### config.mk
export PLATFORM = sky130hd
export DESIGN_NAME = uiuart_tx_cfg
export DESIGN_NICKNAME = d
export VERILOG_FILES = /design/src/rtl/uiuart_tx_cfg.sv
export SDC_FILE = /design/constraint.sdc
export NUM_CORES = 1
export LEC_CHECK = 0
export CELL_PAD_IN_SITES_DETAIL_PLACEMENT = 1
export CELL_PAD_IN_SITES_GLOBAL_PLACEMENT = 2
export CORE_ASPECT_RATIO = 0.7
export CORE_UTILIZATION = 44
export DETAILED_ROUTE_END_ITERATION = 8
export PLACE_DENSITY_LB_ADDON = 0.3
export SKIP_CTS_REPAIR_TIMING = 1
export SYNTH_ARGS = -nofsm -noshare
export SYNTH_HDL_FRONTEND = slang
export SYNTH_SLANG_ARGS = --single-unit
### constraint.sdc
create_clock -name I_clk -period 5.5 [get_ports I_clk]
set_clock_uncertainty 0.1 [all_clocks]
set_input_delay 1.1 -clock I_clk [delete_from_list [all_inputs] [get_ports I_clk]]
set_output_delay 1.1 -clock I_clk [all_outputs]
set_load 0.02 [all_outputs]
### src/rtl/uiuart_tx_cfg.sv
// uiuart_tx_cfg: queued UART transmitter with a run-time frame format.
// A small write FIFO feeds a START/DATA/PARITY/STOP engine. Every frame
// latches its own copy of the format when its byte is popped. The line is
// registered from the FSM state, so it trails the state by one clock.
module uiuart_tx_cfg #(
    parameter int DIV_W    = 16,
    parameter int FIFO_AW  = 4,
    parameter bit DEF_IDLE = 1'b1
) (
    input  logic               I_clk,
    input  logic               I_rst,
    input  logic [DIV_W-1:0]   I_cfg_div,
    input  logic [1:0]         I_cfg_dbits,
    input  logic [1:0]         I_cfg_parity,
    input  logic               I_cfg_stop2,
    input  logic               I_uart_wreq,
    input  logic [7:0]         I_uart_wdata,
    output logic               O_uart_wready,
    output logic               O_uart_wbusy,
    output logic [FIFO_AW:0]   O_fifo_cnt,
    output logic               O_tx_done,
    output logic               O_uart_tx
);

    localparam int DEPTH = 1 << FIFO_AW;
    localparam logic [FIFO_AW:0] FULL_CNT = {1'b1, {FIFO_AW{1'b0}}};

    typedef enum logic [2:0] {S_IDLE, S_START, S_DATA, S_PARITY, S_STOP} state_t;

    // FIFO storage and bookkeeping
    logic [7:0]         mem [DEPTH];
    logic [FIFO_AW-1:0] wptr, rptr;
    logic [FIFO_AW:0]   cnt;
    logic               push, pop, fifo_ne;
    logic [7:0]         head;

    // frame engine
    state_t             state_q, state_d;
    logic [DIV_W-1:0]   baud_q;
    logic [2:0]         bit_cnt;
    logic [7:0]         shreg;
    logic [DIV_W-1:0]   f_div;
    logic [1:0]         f_dbits;
    logic [1:0]         f_parity;
    logic               f_stop2;
    logic               par_bit;
    logic               bnd, done_d, line_bit;
    logic [2:0]         nbits_m1;

    // parity of the byte being popped, using the format latched on the same edge
    logic [7:0]         head_mask;
    logic               head_xor, par_new;

    assign O_uart_wready = (cnt != FULL_CNT);
    assign push          = I_uart_wreq & O_uart_wready;
    assign fifo_ne       = (cnt != '0);
    assign head          = mem[rptr];
    assign O_fifo_cnt    = cnt;
    assign O_uart_wbusy  = fifo_ne | (state_q != S_IDLE);

    assign bnd      = (baud_q == f_div);
    assign nbits_m1 = 3'd4 + {1'b0, f_dbits};

    assign head_mask = 8'hFF >> (2'd3 - I_cfg_dbits);
    assign head_xor  = ^(head & head_mask);

    // parity bit chosen from the incoming format
    always_comb begin
        par_new = 1'b0;
        case (I_cfg_parity)
            2'd1:    par_new = ~head_xor;
            2'd2:    par_new = head_xor;
            2'd3:    par_new = 1'b1;
            default: par_new = 1'b0;
        endcase
    end

    // FIFO storage write; contents need no reset
    always_ff @(posedge I_clk) begin
        if (push) mem[wptr] <= I_uart_wdata;
    end

    // FIFO pointers and occupancy; push+pop together leaves the count unchanged
    always_ff @(posedge I_clk or posedge I_rst) begin
        if (I_rst) begin
            wptr <= '0;
            rptr <= '0;
            cnt  <= '0;
        end else begin
            if (push) wptr <= wptr + 1'b1;
            if (pop)  rptr <= rptr + 1'b1;
            case ({push, pop})
                2'b10:   cnt <= cnt + 1'b1;
                2'b01:   cnt <= cnt - 1'b1;
                default: cnt <= cnt;
            endcase
        end
    end

    // state register
    always_ff @(posedge I_clk or posedge I_rst) begin
        if (I_rst) state_q <= S_IDLE;
        else       state_q <= state_d;
    end

    // next state, pop request, line level and end-of-frame strobe
    always_comb begin
        state_d  = state_q;
        pop      = 1'b0;
        done_d   = 1'b0;
        line_bit = 1'b1;
        case (state_q)
            S_IDLE: begin
                if (fifo_ne) begin
                    pop     = 1'b1;
                    state_d = S_START;
                end
            end
            S_START: begin
                line_bit = 1'b0;
                if (bnd) state_d = S_DATA;
            end
            S_DATA: begin
                line_bit = shreg[0];
                if (bnd && bit_cnt == nbits_m1)
                    state_d = (f_parity != 2'd0) ? S_PARITY : S_STOP;
            end
            S_PARITY: begin
                line_bit = par_bit;
                if (bnd) state_d = S_STOP;
            end
            S_STOP: begin
                // bit_cnt counts stop bits; the last one is index f_stop2
                if (bnd && (bit_cnt[0] == f_stop2)) begin
                    done_d = 1'b1;
                    if (fifo_ne) begin
                        pop     = 1'b1;
                        state_d = S_START;
                    end else begin
                        state_d = S_IDLE;
                    end
                end
            end
            default: state_d = S_IDLE;
        endcase
    end

    // baud/bit counters, shift register and per-frame format latch
    always_ff @(posedge I_clk or posedge I_rst) begin
        if (I_rst) begin
            baud_q   <= '0;
            bit_cnt  <= '0;
            shreg    <= '0;
            f_div    <= '0;
            f_dbits  <= '0;
            f_parity <= '0;
            f_stop2  <= 1'b0;
            par_bit  <= 1'b0;
        end else begin
            if (state_d != state_q || state_q == S_IDLE) begin
                baud_q  <= '0;
                bit_cnt <= '0;
            end else if (bnd) begin
                baud_q  <= '0;
                bit_cnt <= bit_cnt + 3'd1;
            end else begin
                baud_q  <= baud_q + 1'b1;
            end

            if (pop) begin
                shreg    <= head;
                f_div    <= I_cfg_div;
                f_dbits  <= I_cfg_dbits;
                f_parity <= I_cfg_parity;
                f_stop2  <= I_cfg_stop2;
                par_bit  <= par_new;
            end else if (state_q == S_DATA && bnd) begin
                shreg <= {1'b0, shreg[7:1]};
            end
        end
    end

    // registered line and done strobe; idle level follows DEF_IDLE
    always_ff @(posedge I_clk or posedge I_rst) begin
        if (I_rst) begin
            O_uart_tx <= DEF_IDLE;
            O_tx_done <= 1'b0;
        end else begin
            O_uart_tx <= line_bit ^ ~DEF_IDLE;
            O_tx_done <= done_d;
        end
    end

endmodule
### Word level (Yosys, flattened, before mapping)

Memory sizes are Yosys's and may differ from the RTL's.
Index checks and enable logic that the tools add are counted.

| storage, ports and cells | value |
|---|---|
| bits in registers | 67 |
| bits in writable memories | 128 |
| input bits | 32 |
| word-level logic and storage cells | 78 |
| memories kept | 1 |

Memories:

| name | words | width | rd ports | clocked after memory_dff | write ports | RTL line | source |
|---|---|---|---|---|---|---|---|
| mem | 16 | 8 | 1 | 0 | 1 | 31 | `logic [7:0] mem [DEPTH];` |

| cells by class | value |
|---|---|
| $add $sub $neg | 8 |
| equal/unequal tests | 14 |
| shift operators | 1 |
| muxes and demuxes | 24 |
| bitwise gates (word level) | 4 |
| reductions and logical operators | 12 |

Operators with widths:

| operator | count |
|---|---|
| 16-bit two-way mux | 2 |
| 3-bit two-way mux | 8 |
| 16-bit by 1-bit adder with 16-bit output, second input constant | 1 |
| 16-bit equality test | 1 |
| 8-bit two-way mux | 2 |
| 3-bit case mux with 5 select lines | 1 |
| 5-bit case mux with 2 select lines | 1 |
| 4-bit by 1-bit adder with 4-bit output, second input constant | 2 |
| 8-bit bitwise AND | 1 |
| 2-bit nonzero test | 4 |
| 8-bit parity | 1 |
| 8-bit by 2-bit >> shifter with 8-bit output, first input constant | 1 |
| 1-bit two-way mux | 7 |
| 2-bit equality test, second input constant | 3 |
| 3-bit by 2-bit equality test with 1-bit output, second input constant | 2 |
| 1-bit case mux with 3 select lines | 2 |
| 5-bit by 1-bit adder with 5-bit output, second input constant | 1 |
| 5-bit != test, second input constant | 1 |
| 5-bit nonzero test | 1 |
| 5-bit by 1-bit subtractor with 5-bit output, second input constant | 1 |
| 2-bit by 1-bit equality test with 1-bit output, second input constant | 2 |
| 3-bit by 1-bit adder with 3-bit output, second input constant | 1 |
| 3-bit by 2-bit adder with 3-bit output, first input constant | 1 |
| 3-bit by 1-bit equality test with 1-bit output, second input constant | 1 |
| 13 further kinds | 15 |

### Depth between registers and ports, before layout

| logic depth | value |
|---|---|
| word-level depth | 8 |
| depth in mapped cells | 16 |

### Worst setup path before layout

Ideal clock, no wire load.

| path | value |
|---|---|
| path kind | register -> register |
| start point | register baud_q[0] |
| end point | register cnt[4], in the netlist O_fifo_cnt[4] |
| data arrival time | 3.771 ns |
| data required time | 5.320 ns |
| slack | 1.550 ns |
| cell stages (with the launch flop) | 15 |
| buffers on the path | 4 |
| path through | dfrtp_1 -> xnor2_1 -> nand4_1 -> nor4_1 -> nand2_1 -> a2111oi_1 -> buf_2 -> buf_2 -> buf_2 -> ha_1 -> clkbuf_1 -> or4b_2 -> a221o_1 -> nand3_1 -> xor2_1 |

| on the way | value |
|---|---|
| cells in the longest elaborated chain, start to end | 6 |
| elaborated cells on any way between the ends | 8 |
| classes of those cells | eq/ne: 3; mux: 3; reduce/logical: 2 |

Ends and longest elaborated chain:

| item | RTL line | source |
|---|---|---|
| from (decl) | 39 | `logic [DIV_W-1:0] baud_q;` |
| from (signal assigned) | 167 | `baud_q <= baud_q + 1'b1;` |
| 16-bit equality test (*) | 61 | `assign bnd = (baud_q == f_div);` |
| 1-bit logical AND (*) | 134 | `if (bnd && (bit_cnt[0] == f_stop2)) begin` |
| 1-bit two-way mux (*) | 134 |  |
| 1-bit case mux with 2 select lines (*) | 112 | `case (state_q)` |
| named net pop | 34 | `logic push, pop, fifo_ne;` |
| 2-bit by 1-bit equality test with 1-bit output or 2-bit equality test (tied branches) | 92 | `case ({push, pop})` |
| 5-bit case mux with 2 select lines or 2-bit nonzero test (tied branches) | n/a |  |
| to (signal assigned) | 93 | `2'b10: cnt <= cnt + 1'b1;` |
| to (signal assigned) | 94 | `2'b01: cnt <= cnt - 1'b1;` |
| to (signal assigned) | 95 | `default: cnt <= cnt;` |
| to (decl) | 33 | `logic [FIFO_AW:0] cnt;` |

The timed path passes the listed nets; every way through them passes the cells marked *.
A chain may end at the register's enable or synchronous reset.

### Worst setup path after layout

| path | value |
|---|---|
| start point | input port I_uart_wreq |
| end point | register cnt[4], in the netlist O_fifo_cnt[4] |

| on the way | value |
|---|---|
| cells in the longest elaborated chain, start to end | 3 |
| elaborated cells on any way between the ends | 5 |
| classes of those cells | eq/ne: 2; mux: 1; bitwise: 1; reduce/logical: 1 |

Ends and longest elaborated chain:

| item | RTL line | source |
|---|---|---|
| from (decl) | 16 | `input logic I_uart_wreq,` |
| 1-bit bitwise AND (*) | 55 | `assign push = I_uart_wreq & O_uart_wready;` |
| 2-bit by 1-bit equality test with 1-bit output or 2-bit equality test (tied branches) | 92 |  |
| 5-bit case mux with 2 select lines or 2-bit nonzero test (tied branches) | n/a |  |

Every way passes the cells marked *; elsewhere a longest branch is shown, timed or not.

==> metrics <==
Vias=4,908; Fmax=0.259 GHz; Tot GR Track Use=21.1%; worst-margin pin slew=1.27 ns; Max clock buf depth=2; Critical Path Fanout Max=10; RSZ-0062 raised after global routing=false; Via density=5.67; CTS Sinks=195; # setup viols final=0; Post-Route WL=19.3 mm; pwr dens=527 nW/um^2; Die Area=19,700 um^2; clk_lat worst skew=0.44 ns; initial core utilization=45.9%; mux cell area share after synthesis=12.0%; Yosys reg bits=195; number of synthesized flops with an enable pin=128; Antenna Nets Post-Route=0; clock transition at the registers of the reported paths=0.07 ns; antenna cell count=0; PortBufs=40; Seq pwr share=42.0%; Worst EP arrival=4.13 ns; first-pass detailed-route iteration total=7; DIE HEIGHT=118 um; HPWL Detailed=13.0 mm; largest net degree at the start of global routing=48; initial antenna violation count=0; Yosys warnings=0; max cap viols=0; CP required=5.76 ns; Post-Synth Simple-Gate Area=7.63%; placer congestion estimate=0.781; CP max stage delay=0.63 ns; Starting DRT DRC Count=405; fin cells=865; XOR/XNOR share of the synthesized area=5.46%; Setup crit end=O_fifo_cnt[4]; vias in the first global route=5,057; routed len/inst=22.3 um; switching share of power=34.7%; final hold violations=0; maximum VDD drop=215 uV; clock root cell=clkbuf_16; number of I/O pins=41; Core Region=18,400 um^2; H-tree depth=4; P_int=3320 uW; sequential share of the synthesized area=65.5%; share of cells above drive strength 1=14.8%; HP Class=register to register; Leak Pwr=0.00354 uW; reg2reg path depth=11; number of nets in the layout=657; Worst path most repeated cell=inv_1; area grow syn2layout=14.7%; CTS Buf Count=17; Final Max Slew Viols=0; FF-to-FF End=O_fifo_cnt[4]; Synth Area in Compound Gates=5.77%; final core utilization=52.6%; CP Cell Sequence=clkdlybuf4s50_1, inv_1, a21oi_1, inv_1, ha_1, or4b_2, a221o_1, nand3_1, xor2_1; P_sw=1770 uW; Design Power=5090 uW; first-pass GRT wire length=30.4 mm; synthesized area=8430 um^2; synthesized area per cell=14.7 um^2; Critical path origin=I_uart_wreq; DRC=0; Rows=41; syn nets=614; share of flip-flops with an asynchronous set or reset=34.4%; Comb power frac=33.2%; largest family of logic cells by synthesized area=multiplexers; setup TNS=0 ns; die width=167 um; CTS tree=built; R2R Setup Slk=1.74 ns; crit end category=register; CP startpoint kind=primary input; Clock power frac=24.7%; adder-cell share of the synthesized area=1.34%; fin crit share=70.2%; launch point of the worst reg-to-reg path=baud_q[0]; placed cells=833; Period minus WS final=3.86 ns; Slew headroom=15.3%; slowest CP cell=or4b_2; Cell variety after synth=49; crit path kind=primary input to register; outcome=finished clean; Synth Flop Type=edfxtp_1; Mapped Cells=573; grt total ovfl=0
==> cells by family after synthesis <==
kind of cell,Yosys count
fa+ha+maj,9
buf+inv,37
compound gates,64
mux,78
flops,195
simple gates,139
xor+xnor,51
==> power groups by stage <==
| stage | registers (uW) | clock network (uW) | logic, uW |
|---|---|---|---|
| 3_5_place_dp | 2170 | 0 | 1690 |
| 2_1_floorplan | 2030 | 0 | 1310 |
| 3_3_place_gp | 2150 | 0 | 1630 |
| 6_report | 2140 | 1260 | 1690 |
| 5_1_grt | 2180 | 1330 | 1840 |
| 4_1_cts | 2150 | 1280 | 1710 |
==> worst min-delay path by stage <==
stage / cells past startpoint / from / slack (ns) / endpoint
floorplan: 2 / shreg[0] / 0.34 / shreg[0]
global placement: 2 / shreg[1] / 0.36 / shreg[1]
detailed placement: 2 / shreg[1] / 0.37 / shreg[1]
CTS: 2 / shreg[1] / 0.39 / shreg[1]
global route: 2 / shreg[1] / 0.40 / shreg[1]
finish: 2 / shreg[1] / 0.38 / shreg[1]
==> critical path: cells and delay by family <==
family	cells	cell delay (ns)
compound gates	2	0.94
buf+inv	3	0.76
simple gates	2	0.72
fa+ha+maj	1	0.47
xor+xnor	1	0.14
==> area by class of cell <==
cell class | count | area [um^2]
sequential | 195 | 5520
inverter | 8 | 30.0
clock buffer | 18 | 429
tap | 236 | 295
fill | 1783 | 8700
timing repair buffer | 53 | 498
multi-input combinational | 341 | 2720
clock inverter | 14 | 168
==> placed cells by master (no fill, tap or decap), types with 8 or more instances in the layout <==
master           netlist  routed
edfxtp_1             128     128
dfrtp_1               66      65
nor2_1                45      45
clkdlybuf4s50_1        0      40
mux2i_1               39      39
nand2_1               38      38
xnor2_1               33      33
mux2_2                23      23
xor2_1                17      17
clkbuf_16              0      17
mux4_2                16      16
o21ai_0               15      15
nand3_1               14      14
a221oi_1              13      13
buf_4                  2      13
a22oi_1                9       9
ha_1                   9       9
nor3_1                 8       8
==> synth_stat cells (3+ instances only) <==
cell type	n	area, um^2
nor2_1	45	169
mux4_2	16	360
clkbuf_1	9	33.8
xor2_1	17	149
a221oi_2	3	45.0
nor3_1	8	40.0
nand3_1	14	70.1
xnor2_1	33	289
ha_1	9	113
nor2b_1	3	18.8
dfrtp_1	66	1650
a22oi_1	9	67.6
mux2_2	23	259
nand2b_1	7	43.8
edfxtp_1	128	3840
o21ai_0	15	75.1
nand2_1	38	143
mux2i_1	39	390
buf_2	12	60.1
nand4_1	7	43.8
buf_6	3	33.8
and2_1	4	25.0
a21oi_1	5	25.0
o21bai_1	3	22.5
a221oi_1	13	114
and3_1	5	31.3
inv_1	8	30.0
==> through the flow <==
stage	hold WS, ns	setup WS (ns)	instance area (um^2)
final	0.385	1.64	9670
after global routing	0.401	1.51	9670
after CTS	0.389	1.67	9670
after detailed placement	0.369	1.20	9070
after global placement	0.364	1.34	9070
after floorplan	0.341	1.55	8430
==> sequential cells by signal, summed over array words and instances (netlist names) <==
register    count
wptr            4
baud_q         16
mem           128
O_fifo_cnt      5
rptr            4
bit_cnt         3
state_q         3
shreg           8
O_uart_tx       1
par_bit         1
O_tx_done       1
f_dbits         2
f_parity        2
f_div          16
f_stop2         1
==> metal layers <==
metal / part of all wire, % / track usage, % / vias to the layer above
met3: 5.0 / 5.11 / 22
met2: 45 / 30.7 / 106
li1: - / - / 2228
met1: 49 / 31.3 / 2552
met5: 0 / 0 / -
met4: 1.3 / 6.02 / 0
Power figures use the tool's default switching activity.
